==> src/rtl/fetch_stage.sv <==
// Instruction fetch stage: holds the PC, issues credit-limited imem requests,
// buffers in-order responses and hands {pc, instr} to decode; redirects flush and drop stale beats.
module fetch_stage #(
  parameter logic [31:0] RESET_PC = 32'h0000_0000,
  parameter int          DEPTH    = 4
) (
  input  logic        clk,
  input  logic        rst_n,
  output logic        imem_req_valid,
  input  logic        imem_req_ready,
  output logic [31:0] imem_addr,
  input  logic        imem_rsp_valid,
  input  logic [31:0] imem_rsp_data,
  input  logic        redirect_valid,
  input  logic [31:0] redirect_pc,
  output logic        id_valid,
  input  logic        id_ready,
  output logic [31:0] id_instr,
  output logic [31:0] id_pc
);
  localparam int CW = $clog2(DEPTH + 1);
  localparam int PW = $clog2(DEPTH);

  typedef struct packed {
    logic [31:0] pc;
    logic [31:0] instr;
  } ent_t;

  logic [31:0]          pc_q, pc_d, rsp_pc_q, rsp_pc_d;
  logic [CW-1:0]        inflight_q, inflight_d, drop_q, drop_d, count_q, count_d;
  logic [PW-1:0]        wr_ptr_q, wr_ptr_d, rd_ptr_q, rd_ptr_d;
  ent_t [DEPTH-1:0]     mem_q, mem_d;
  logic [CW:0]          used;
  logic                 req_fire, pop, rsp, keep, empty;
  logic                 unused_redirect_lsb;

  assign unused_redirect_lsb = ^redirect_pc[1:0];

  // Credit covers both in-flight requests and buffered entries, so the FIFO can never overflow.
  assign used           = {1'b0, inflight_q} + {1'b0, count_q};
  assign imem_req_valid = rst_n && !redirect_valid && (used < (CW+1)'(DEPTH));
  assign imem_addr      = pc_q;

  assign empty    = (count_q == '0);
  assign id_valid = !empty && !redirect_valid;
  assign id_pc    = empty ? 32'h0 : mem_q[rd_ptr_q].pc;
  assign id_instr = empty ? 32'h0 : mem_q[rd_ptr_q].instr;

  assign req_fire = imem_req_valid && imem_req_ready;
  assign pop      = id_valid && id_ready;
  // A beat with nothing outstanding is a protocol error and is ignored.
  assign rsp      = imem_rsp_valid && (inflight_q != '0);
  assign keep     = rsp && (drop_q == '0);

  always_comb begin
    pc_d       = pc_q;
    rsp_pc_d   = rsp_pc_q;
    inflight_d = inflight_q;
    drop_d     = drop_q;
    count_d    = count_q;
    wr_ptr_d   = wr_ptr_q;
    rd_ptr_d   = rd_ptr_q;
    mem_d      = mem_q;
    if (redirect_valid) begin
      pc_d       = {redirect_pc[31:2], 2'b00};
      rsp_pc_d   = {redirect_pc[31:2], 2'b00};
      count_d    = '0;
      wr_ptr_d   = '0;
      rd_ptr_d   = '0;
      // Everything still outstanding after this cycle's beat belongs to the wrong path.
      inflight_d = inflight_q - CW'(rsp);
      drop_d     = inflight_q - CW'(rsp);
    end else begin
      if (req_fire) pc_d = pc_q + 32'd4;
      inflight_d = inflight_q + CW'(req_fire) - CW'(rsp);
      if (rsp && (drop_q != '0)) drop_d = drop_q - CW'(1);
      if (keep) begin
        mem_d[wr_ptr_q] = '{pc: rsp_pc_q, instr: imem_rsp_data};
        wr_ptr_d        = wr_ptr_q + PW'(1);
        rsp_pc_d        = rsp_pc_q + 32'd4;
      end
      if (pop) rd_ptr_d = rd_ptr_q + PW'(1);
      count_d = count_q + CW'(keep) - CW'(pop);
    end
  end

  always_ff @(posedge clk or negedge rst_n) begin
    if (!rst_n) begin
      pc_q       <= RESET_PC;
      rsp_pc_q   <= RESET_PC;
      inflight_q <= '0;
      drop_q     <= '0;
      count_q    <= '0;
      wr_ptr_q   <= '0;
      rd_ptr_q   <= '0;
      mem_q      <= '0;
    end else begin
      pc_q       <= pc_d;
      rsp_pc_q   <= rsp_pc_d;
      inflight_q <= inflight_d;
      drop_q     <= drop_d;
      count_q    <= count_d;
      wr_ptr_q   <= wr_ptr_d;
      rd_ptr_q   <= rd_ptr_d;
      mem_q      <= mem_d;
    end
  end
endmodule

==> config.mk <==
export PLATFORM = sky130hd
export DESIGN_NAME = fetch_stage
export DESIGN_NICKNAME = d
export VERILOG_FILES = /design/src/rtl/fetch_stage.sv
export SDC_FILE = /design/constraint.sdc
export NUM_CORES = 1
export LEC_CHECK = 0
export ABC_CLOCK_PERIOD_IN_PS = 3400
export CORE_UTILIZATION = 45
export CTS_BUF_LIST = sky130_fd_sc_hd__clkbuf_8
export DETAILED_ROUTE_END_ITERATION = 16
export GPL_TIMING_DRIVEN = 0
export PLACE_DENSITY_LB_ADDON = 0.05
export SLEW_MARGIN = 20
export SYNTH_ARGS = -nofsm -noshare
export SYNTH_HDL_FRONTEND = slang
export SYNTH_SLANG_ARGS = --single-unit
==> constraint.sdc <==
create_clock -name clk -period 3.4 [get_ports clk]
set_clock_uncertainty 0.15 [all_clocks]
set_input_delay 0.34 -clock clk [delete_from_list [all_inputs] [get_ports clk]]
set_output_delay 0.34 -clock clk [all_outputs]
set_load 0.05 [all_outputs]
==> flow_summary.json, run 1 <==
{
  "layout.nets": 1478,
  "critPathMaxStageDelay_ns": 0.56,
  "die_y_um": 187,
  "synthFlopType": "dfrtp_1",
  "place_inst": 1767,
  "final_cells": 1873,
  "dieArea_sq_mm": 0.0349,
  "synth-simple-area-share_pct": 9.72,
  "final_util_pct": 56.7,
  "finalCritPeriodShare_pct": 97.7,
  "synth.distinct_cells": 47,
  "holdWs_ns": -0.193,
  "clock_sinks": 321,
  "grt_pass1_wl_mm": 61.3,
  "drv_cap": 0,
  "worst_pin_slew_ns": 0.957,
  "grt.overflow.total": 0,
  "irDropWorstVdd_mv": 0.361,
  "finalPower_mw": 13.4,
  "ys_seq_area_share_pct": 52.3,
  "synth_edf_count": 0,
  "slew_violations": 0,
  "post-synth-top-count-cell": "dfrtp_1",
  "die_w_um": 187,
  "antenna_found_initial": 0,
  "placed_area_sq_mm": 0.0176,
  "r2r-end": "inflight_q[2]",
  "ant_nets": 0,
  "crit_chain": "ha_1 > or4b_4 > nor4b_4 > inv_2 > buf_8 > ha_4 > inv_2 > ha_4 > fa_2 > xor2_1 > o21ai_1 > xor2_1",
  "htreeDepth": 2,
  "crit_end": "inflight_q[2]",
  "crit_cells": 12,
  "path_buf_inv": 3,
  "grt_max_degree": 94,
  "area_delta_synth_final_pct": 23.8,
  "synth_top_area_cell": "dfrtp_1",
  "wl_mm": 38.2,
  "final_area_sq_mm": 0.0190,
  "avgSynthCellArea_sq_um": 13.3,
  "max_freq_ghz": 0.301,
  "crit_path_start_kind": "register",
  "drt_iter0_markers": 602,
  "pin_count": 168,
  "worstPathMaxFanout": 6,
  "cts_buffers": 56,
  "fin_setup_tns_ns": 0,
  "clockBufferDepth": 3,
  "ctsHoldBuffers": 7,
  "drc_errors": 0,
  "path_clk_slew_ns": 0.06,
  "finalWeightedCongestion": 0.829,
  "core_area_sq_mm": 0.0335,
  "r2r_slack_ns": 0.08,
  "use_met2_pct": 34.6,
  "critPathTopFamily": "adder cells",
  "routed_via_density": 5.44,
  "root_buffer": "clkbuf_8",
  "drive_gt1_share_pct": 31.8,
  "critical_path_class": "reg -> reg",
  "hp-class": "in -> async",
  "crit_required_ns": 3.77,
  "crit_path_end_kind": "register",
  "synthMuxAreaShare_pct": 28.6,
  "synth-compound-area-share_pct": 2.86,
  "yosys-top-cells-count": "321 x dfrtp_1, 263 x mux2_2, 70 x and2_1",
  "fin_crit_ns": 3.32,
  "portBuffers": 160,
  "clk_latency_ns": 0.59,
  "synth_top_family_by_area": "multiplexers",
  "track_usage_pct": 22.4,
  "status": "finished, violations left",
  "ys_async_sr_fraction_pct": 100,
  "hold_violations": 91,
  "grt_pass1_vias": 10600,
  "synthTopCellsByArea": "dfrtp_1 52%, mux2_2 19%, mux4_2 9.1%",
  "maxSlewHeadroom_pct": 35.7,
  "cp_data_arrival_time_ns": 3.69,
  "antennaDiodeCount": 0,
  "timing.rr.start": "inflight_q[2]",
  "worst_slack_ns": 0.0768,
  "wl_per_cell_um": 20.4,
  "start_util_pct": 45.8,
  "synth.cell_area_sq_mm": 0.0154,
  "violations": "negative hold slack",
  "synth-xor-area-share_pct": 2.28,
  "via_count": 10200,
  "dr.pass1.iters": 5,
  "startpoint": "inflight_q[2]",
  "dpl.hpwl_mm": 26.2,
  "met1_usage_pct": 33.4,
  "cts_tree": "built",
  "synth_top_cell_area_share_pct": 52.3,
  "ys_ff_latch": 321,
  "met3_usage_pct": 3.29,
  "synth_cells": 1153,
  "p_leak_nw": 9.14,
  "setup_viol": 0,
  "grt_setup_unrepaired": "yes",
  "placementRows": 67,
  "slowest_stage": "or4b_4",
  "synthAdderAreaFrac_pct": 1.56,
  "pre_cts_ws_ns": -0.935,
  "yosysWarnings": 0,
  "powerDensity_mw_per_mm2": 704,
  "r2r_cells": 12,
  "top_usage_layer": "met2"
}
## final cells by class
cell class | instances | area, sq um
flip-flops and latches | 321 | 8040
repair buffers | 179 | 1960
inverters | 20 | 75.1
clock buffers | 70 | 963
fillers | 2873 | 14500
plain buffers | 81 | 372
multi-input cells | 731 | 6950
clock inverters | 23 | 93.8
well taps | 448 | 561
## how the worst min path moves through the flow
stage,cells after the start,from,endpoint,slack [ns]
2_1_floorplan,0,rst_n,count_q[0],-0.11
3_3_place_gp,1,mem_q[157],mem_q[157],0.33
3_5_place_dp,1,rst_n,mem_q[115],0.13
4_1_cts,4,rst_n,imem_addr[20],-0.16
5_1_grt,4,rst_n,imem_addr[20],-0.15
6_report,4,rst_n,imem_addr[20],-0.19
## layout by cell type, fill, tap and decap left out, types with 3 or more instances in the layout
master             n
dfrtp_1          319
mux2_2           263
clkdlybuf4s50_1  100
and2_1            70
clkbuf_8          70
mux4_2            62
nand2_1           58
clkbuf_1          47
inv_1             37
nand3_1           34
dlymetal6s2s_1    33
nand4_1           32
o21ai_0           27
nor2_1            26
dlygate4sd2_1     26
xor2_1            25
buf_4             19
xnor2_1           15
ha_1              14
and3_1            13
nor3_1            12
o211ai_1          12
buf_1             10
clkbuf_2           9
buf_16             8
a21oi_1            7
or4_1              6
or3_1              4
nor4_1             4
a21boi_0           4
conb_1             4
nor2b_1            3
nand3b_1           3
buf_2              3
and4_1             3
mux2i_1            3
a31o_2             3
a31oi_1            3
## flip-flops by register name, summed over array words and instances (netlist names)
signal      count
count_q         3
drop_q          3
imem_addr      30
inflight_q      3
mem_q         248
rd_ptr_q        2
rsp_pc_q       30
wr_ptr_q        2
## layer usage
layer  wire (um)  vias to the layer above
li1            -                     4646
met1       18400                     5261
met2       17600                      231
met3        1550                       56
met4         695                        0
met5           0                        -
## power by group
| group | switching [mW] | leakage (nW) | internal [mW] | total (mW) |
|---|---|---|---|---|
| clock | 1.54 | 0.622 | 1.82 | 3.37 |
| combinational | 2.81 | 4.28 | 2.21 | 5.02 |
| sequential | 0.476 | 4.24 | 4.52 | 5.00 |
| total | 4.83 | 9.14 | 8.56 | 13.4 |
## tightest hold or removal path: cells and delay by family
kind | cells | cell delay (ns)
buf+inv | 4 | 0.62
## kinds of logic after synthesis
| kind of cell | Yosys count |
|---|---|
| compound gates | 68 |
| xor+xnor | 40 |
| fa+ha+maj | 18 |
| buf+inv | 104 |
| flops | 321 |
| mux | 328 |
| other cells | 1 |
| simple gates | 273 |
## what timing repair did
item	4_1_cts	5_1_grt
buffers inserted	4	5
pin swaps	2	7
hold endpoints to repair	179	91
resized for setup	50	41
endpoints found under the setup margin	65	35
cloned	0	0
No activity file was read; power rests on OpenSTA's default activity.
==> inputs of run 2 (changes only) <==
--- a/config.mk
+++ b/config.mk
@@ -6,6 +6,7 @@
 export NUM_CORES = 1
 export LEC_CHECK = 0
 export ABC_CLOCK_PERIOD_IN_PS = 3400
+export CORE_ASPECT_RATIO = 1.1
 export CORE_UTILIZATION = 45
 export CTS_BUF_LIST = sky130_fd_sc_hd__clkbuf_8
 export DETAILED_ROUTE_END_ITERATION = 16
==> run 2 against run 1 <==
Compared with the run above:
- the run now ends clean
- non-clock buffer count decreased by 1
- total power increased by 0.85%
- register-to-register slack improved by 0.12 ns
- die area about the same
- clock-buffer cell count increased by 2
- sequential share of layout area increased by 0.25 points
- critical endpoint is now imem_req_valid
- largest power group is now registers
==> flow_summary.json, run 2 (same netlist as run 1, synthesis figures left out) <==
{
  "status": "finished, final reports clean",
  "worst_pin_slew_ns": 0.872,
  "p_int_mw": 8.65,
  "drc_errors": 0,
  "track_usage_pct": 23.2,
  "critical_path_class": "in -> out",
  "core_area_sq_mm": 0.0335,
  "hp-class": "in -> reg",
  "final_common_cell": "dfrtp_1",
  "crit_required_ns": 2.91,
  "clk_latency_ns": 0.60,
  "antenna_found_initial": 0,
  "critPathTopFamily": "buffers and inverters",
  "swShare_pct": 36.0,
  "path_clk_slew_ns": 0.06,
  "routed_via_density": 5.51,
  "max_freq_ghz": 0.298,
  "wl_mm": 38.7,
  "grt_pass1_wl_mm": 61.7,
  "dr.pass1.iters": 5,
  "p_leak_nw": 8.73,
  "via_count": 10300,
  "timing.rr.start": "count_q[2]",
  "antennaDiodeCount": 0,
  "drt_iter0_markers": 547,
  "crit_path_end_kind": "output pin",
  "htreeDepth": 2,
  "final_area_sq_mm": 0.0189,
  "maxSlewHeadroom_pct": 41.3,
  "crit_end": "imem_req_valid",
  "die_y_um": 196,
  "pwr-share-seq_pct": 37.0,
  "largest_reg_flops": 248,
  "seq_area_sq_mm": 0.00804,
  "dpl.hpwl_mm": 26.0,
  "clock_sinks": 321,
  "placementRows": 70,
  "crit_path_start_kind": "input pin",
  "root_buffer": "clkbuf_8",
  "holdWs_ns": 0.205,
  "cts_tree": "built",
  "crit_chain": "dlygate4sd3_1 > buf_12 > buf_16 > buf_16 > or4b_4 > buf_4 > nor3_1 > clkdlybuf4s15_1",
  "r2r-end": "inflight_q[2]",
  "layout.nets": 1475,
  "cts_buffers": 54,
  "grt_pass1_vias": 10800,
  "portBuffers": 160,
  "critPathMaxStageDelay_ns": 0.58,
  "irDropWorstVdd_mv": 0.281,
  "die_w_um": 178,
  "power_frac_comb_pct": 36.4,
  "slew_violations": 0,
  "finalCritPeriodShare_pct": 98.7,
  "grt.overflow.total": 0,
  "final_util_pct": 56.5,
  "start_util_pct": 45.9,
  "fin_crit_ns": 3.35,
  "pin_count": 168,
  "wl_per_cell_um": 20.8,
  "path_buf_inv": 6,
  "clockBufferDepth": 3,
  "mostFrequentLayoutCells": "316 x dfrtp_1, 263 x mux2_2, 100 x clkdlybuf4s50_1",
  "multi_input_area_sq_mm": 0.00693,
  "ant_nets": 0,
  "nFillCells": 2846,
  "hold_violations": 0,
  "powerDensity_mw_per_mm2": 714,
  "r2r_slack_ns": 0.20,
  "cp_data_arrival_time_ns": 2.86,
  "crit_path_frequent_cell": "buf_16",
  "p_sw_mw": 4.86,
  "drive_gt1_share_pct": 32.2,
  "r2r_cells": 11,
  "finalWeightedCongestion": 0.878,
  "clock_power_share_pct": 26.6,
  "grt_max_degree": 95,
  "placed_area_sq_mm": 0.0176,
  "crit_cells": 8,
  "drv_cap": 0,
  "dieArea_sq_mm": 0.0349,
  "largest-register": "mem_q",
  "startpoint": "rst_n",
  "area_delta_synth_final_pct": 23.1,
  "setup_viol": 0,
  "slowest_stage": "dlygate4sd3_1",
  "worstPathMaxFanout": 3
}
==> run 2: changes by cell type in the layout (fill, tap and decap cells not counted), moves of 3 or more <==
cell / change
clkinv_2: +4
inv_1: -3
dfrtp_1: -3
dfrtp_2: +3
dlymetal6s2s_1: -33
dlygate4sd2_1: +32
==> run 2: layer usage <==
layer	wire length, um	global-route usage, %
met5	0	0
met4	767	6.33
met3	2100	3.76
met2	18600	37.3
met1	17300	32.4
==> run 2: area by class of cell <==
type | count | share of cell area (%)
Clock inverter | 24 | 0.794
Sequential cell | 321 | 42.5
Timing Repair Buffer | 179 | 9.66
Buffer | 80 | 1.89
Clock buffer | 72 | 5.24
Multi-Input combinational cell | 731 | 36.7
Tap cell | 432 | 2.86
Inverter | 20 | 0.410
==> run 2: stage by stage <==
step / setup slack, ns / setup TNS (ns) / instances / power (mW)
finish: 0.0459 / 0 / 1859 / 13.5
global route: -0.00452 / -0.00452 / 1859 / 14.3
CTS: 0.00840 / 0 / 1856 / 13.7
detailed placement: -1.01 / -11.62 / 1751 / 10.2
global placement: -12.72 / -4463.80 / 1748 / 10.1
floorplan: 0.0140 / 0 / 1156 / 8.49
==> run 2: worst min-delay path by stage <==
stage	startpoint	to	slack, ns	cells after the start
finish	redirect_pc[8]	rsp_pc_q[8]	0.21	3
global route	redirect_pc[8]	imem_addr[8]	0.20	3
CTS	redirect_pc[8]	rsp_pc_q[8]	0.17	3
detailed placement	rst_n	mem_q[28]	0.21	1
global placement	mem_q[181]	mem_q[181]	0.33	1
floorplan	rst_n	count_q[0]	-0.11	0
==> run 2: worst register-to-register path, delay by kind of cell (launching register included) <==
| kind | cells | cell delay, ns |
|---|---|---|
| adders and majority gates | 4 | 1.11 |
| and+or+nand+nor | 2 | 0.91 |
| DFF | 1 | 0.40 |
| xor gates and xnor gates | 2 | 0.30 |
| AOI/OAI and AO/OA | 1 | 0.14 |
| buffers and inverters | 2 | 0.12 |
==> run 2: power by group through the flow <==
| stage | Combinational [mW] | Sequential (mW) | Clock [mW] |
|---|---|---|---|
| 6_report | 4.91 | 5.00 | 3.59 |
| 3_5_place_dp | 5.15 | 5.03 | 0 |
| 4_1_cts | 4.98 | 5.00 | 3.70 |
| 2_1_floorplan | 3.44 | 5.05 | 0 |
| 5_1_grt | 5.28 | 5.10 | 3.87 |
| 3_3_place_gp | 5.08 | 5.03 | 0 |
==> run 2: what timing repair did <==
action | 4_1_cts | 5_1_grt
hold buffers | 6 | 0
buffers inserted | 6 | 4
endpoints found under the hold margin | 226 | 0
setup endpoints to repair | 66 | 17
pin swaps | 3 | 2
gates cloned | 0 | 0
gates resized for setup | 83 | 11
==> inputs of run 3 (changes only) <==
--- a/config.mk
+++ b/config.mk
@@ -11,6 +11,7 @@
 export CTS_BUF_LIST = sky130_fd_sc_hd__clkbuf_8
 export DETAILED_ROUTE_END_ITERATION = 16
 export GPL_TIMING_DRIVEN = 0
+export MAX_ROUTING_LAYER = met4
 export PLACE_DENSITY_LB_ADDON = 0.05
 export SLEW_MARGIN = 20
 export SYNTH_ARGS = -nofsm -noshare
==> run 3 against run 2 <==
Compared with the run above:
- combinational power about the same
- die area did not move
- design area unchanged
- critical endpoint unchanged
- highest routed layer unchanged
==> flow_summary.json, run 3 (same netlist as run 1, synthesis figures left out) <==
{
  "slew_violations": 0,
  "crit_path_frequent_cell": "buf_16",
  "die_y_um": 196,
  "critPathTopFamily": "buffers and inverters",
  "path_buf_inv": 6,
  "grt_pass1_vias": 10700,
  "portBuffers": 160,
  "swShare_pct": 36.0,
  "drive_gt1_share_pct": 32.2,
  "crit_chain": "dlygate4sd3_1 > buf_12 > buf_16 > buf_16 > or4b_4 > buf_4 > nor3_1 > clkdlybuf4s15_1",
  "max_freq_ghz": 0.297,
  "core_area_sq_mm": 0.0335,
  "grt_max_degree": 95,
  "r2r_cells": 11,
  "ant_nets": 0,
  "critical_path_class": "in -> out",
  "wl_per_cell_um": 20.8,
  "pwr-share-seq_pct": 37.0,
  "root_buffer": "clkbuf_8",
  "place_inst": 1751,
  "antenna_found_initial": 0,
  "die_w_um": 178,
  "p_leak_nw": 8.73,
  "dr.pass1.iters": 6,
  "placementRows": 70,
  "fin_crit_ns": 3.37,
  "grt_pass1_wl_mm": 61.7,
  "r2r_slack_ns": 0.19,
  "powerDensity_mw_per_mm2": 714,
  "clock_sinks": 321,
  "final_util_pct": 56.5,
  "hold_violations": 0,
  "grt.overflow.total": 0,
  "p_sw_mw": 4.85,
  "via_count": 10300,
  "startpoint": "rst_n",
  "pre_cts_ws_ns": -1.01,
  "dieArea_sq_mm": 0.0349,
  "area_delta_synth_final_pct": 23.1,
  "crit_cells": 8,
  "finalPower_mw": 13.5,
  "crit_path_start_kind": "input pin",
  "setup_viol": 0,
  "worst_pin_slew_ns": 0.888,
  "worstPathMaxFanout": 3,
  "crit_required_ns": 2.91,
  "cts_tree": "built",
  "holdWs_ns": 0.209,
  "r2r-end": "inflight_q[2]",
  "start_util_pct": 45.9,
  "critPathMaxStageDelay_ns": 0.58,
  "worst_slack_ns": 0.0316,
  "crit_end": "imem_req_valid",
  "crit_path_end_kind": "output pin",
  "routed_via_density": 5.54,
  "drv_cap": 0,
  "mostFrequentLayoutCells": "316 x dfrtp_1, 263 x mux2_2, 100 x clkdlybuf4s50_1",
  "largest_reg_flops": 248,
  "timing.rr.start": "count_q[2]",
  "hp-class": "in -> reg",
  "layout.nets": 1475,
  "power_frac_comb_pct": 36.4,
  "htreeDepth": 2,
  "clockBufferDepth": 3,
  "wl_mm": 38.8,
  "drt_iter0_markers": 553,
  "largest-register": "mem_q",
  "cp_data_arrival_time_ns": 2.88,
  "antennaDiodeCount": 0,
  "path_clk_slew_ns": 0.06,
  "cts_buffers": 54,
  "clk_latency_ns": 0.59,
  "final_common_cell": "dfrtp_1",
  "finalCritPeriodShare_pct": 99.1,
  "finalWeightedCongestion": 0.893,
  "clock_power_share_pct": 26.6,
  "track_usage_pct": 23.9,
  "drc_errors": 0,
  "pin_count": 168,
  "status": "finished, final reports clean",
  "final_cells": 1859,
  "maxSlewHeadroom_pct": 40.3,
  "p_int_mw": 8.65,
  "irDropWorstVdd_mv": 0.283,
  "dpl.hpwl_mm": 26.0,
  "slowest_stage": "dlygate4sd3_1"
}
-- run 3: worst min-delay path: stages --
cell and delay (ns):
clkdlybuf4s50_1 0.40, nand2_1 0.09, o21ai_0 0.08
-- run 3: per-stage QoR --
step	area, sq um	TNS [ns]
floorplan	15400	0
global placement	17500	-4463.80
detailed placement	17600	-11.62
CTS	18900	0
global route	18900	-0.00295
finish	18900	0
-- run 3: final cells by class --
| class | instances | area (sq um) |
|---|---|---|
| Fill cell | 2846 | 14500 |
| Sequential cell | 321 | 8040 |
| Multi-Input combinational cell | 731 | 6930 |
| Timing Repair Buffer | 179 | 1830 |
| Clock buffer | 72 | 991 |
| Tap cell | 432 | 541 |
| Buffer | 80 | 357 |
| Clock inverter | 24 | 150 |
| Inverter | 20 | 77.6 |
-- run 3: how the worst min path moves through the flow --
stage | start | endpoint | slack [ns] | cells after the start
2_1_floorplan | rst_n | count_q[0] | -0.11 | 0
3_3_place_gp | mem_q[181] | mem_q[181] | 0.33 | 1
3_5_place_dp | rst_n | mem_q[28] | 0.21 | 1
4_1_cts | redirect_pc[8] | rsp_pc_q[8] | 0.17 | 3
5_1_grt | redirect_pc[8] | imem_addr[8] | 0.20 | 3
6_report | redirect_pc[8] | rsp_pc_q[8] | 0.21 | 3
-- run 3: routing by layer --
layer	track usage, %	vias up	wire length, um
met2	37.4	314	18400
met5	-	-	0
met1	32.6	5267	17500
li1	-	4660	-
met4	6.30	0	820
met3	3.41	58	1970
-- run 3: what timing repair did --
action | 4_1_cts | 5_1_grt
cloned | 0 | 0
endpoints found under the setup margin | 66 | 17
endpoints found under the hold margin | 226 | 0
pin swaps | 3 | 2
gates resized for setup | 83 | 11
hold buffers | 6 | 0
setup buffers | 6 | 4
-- run 3: power by group through the flow --
stage	combinational [mW]	sequential, mW	clock, mW
CTS	4.98	5.00	3.70
global placement	5.08	5.03	0
floorplan	3.44	5.05	0
global route	5.28	5.10	3.88
detailed placement	5.15	5.03	0
finish	4.91	5.00	3.59
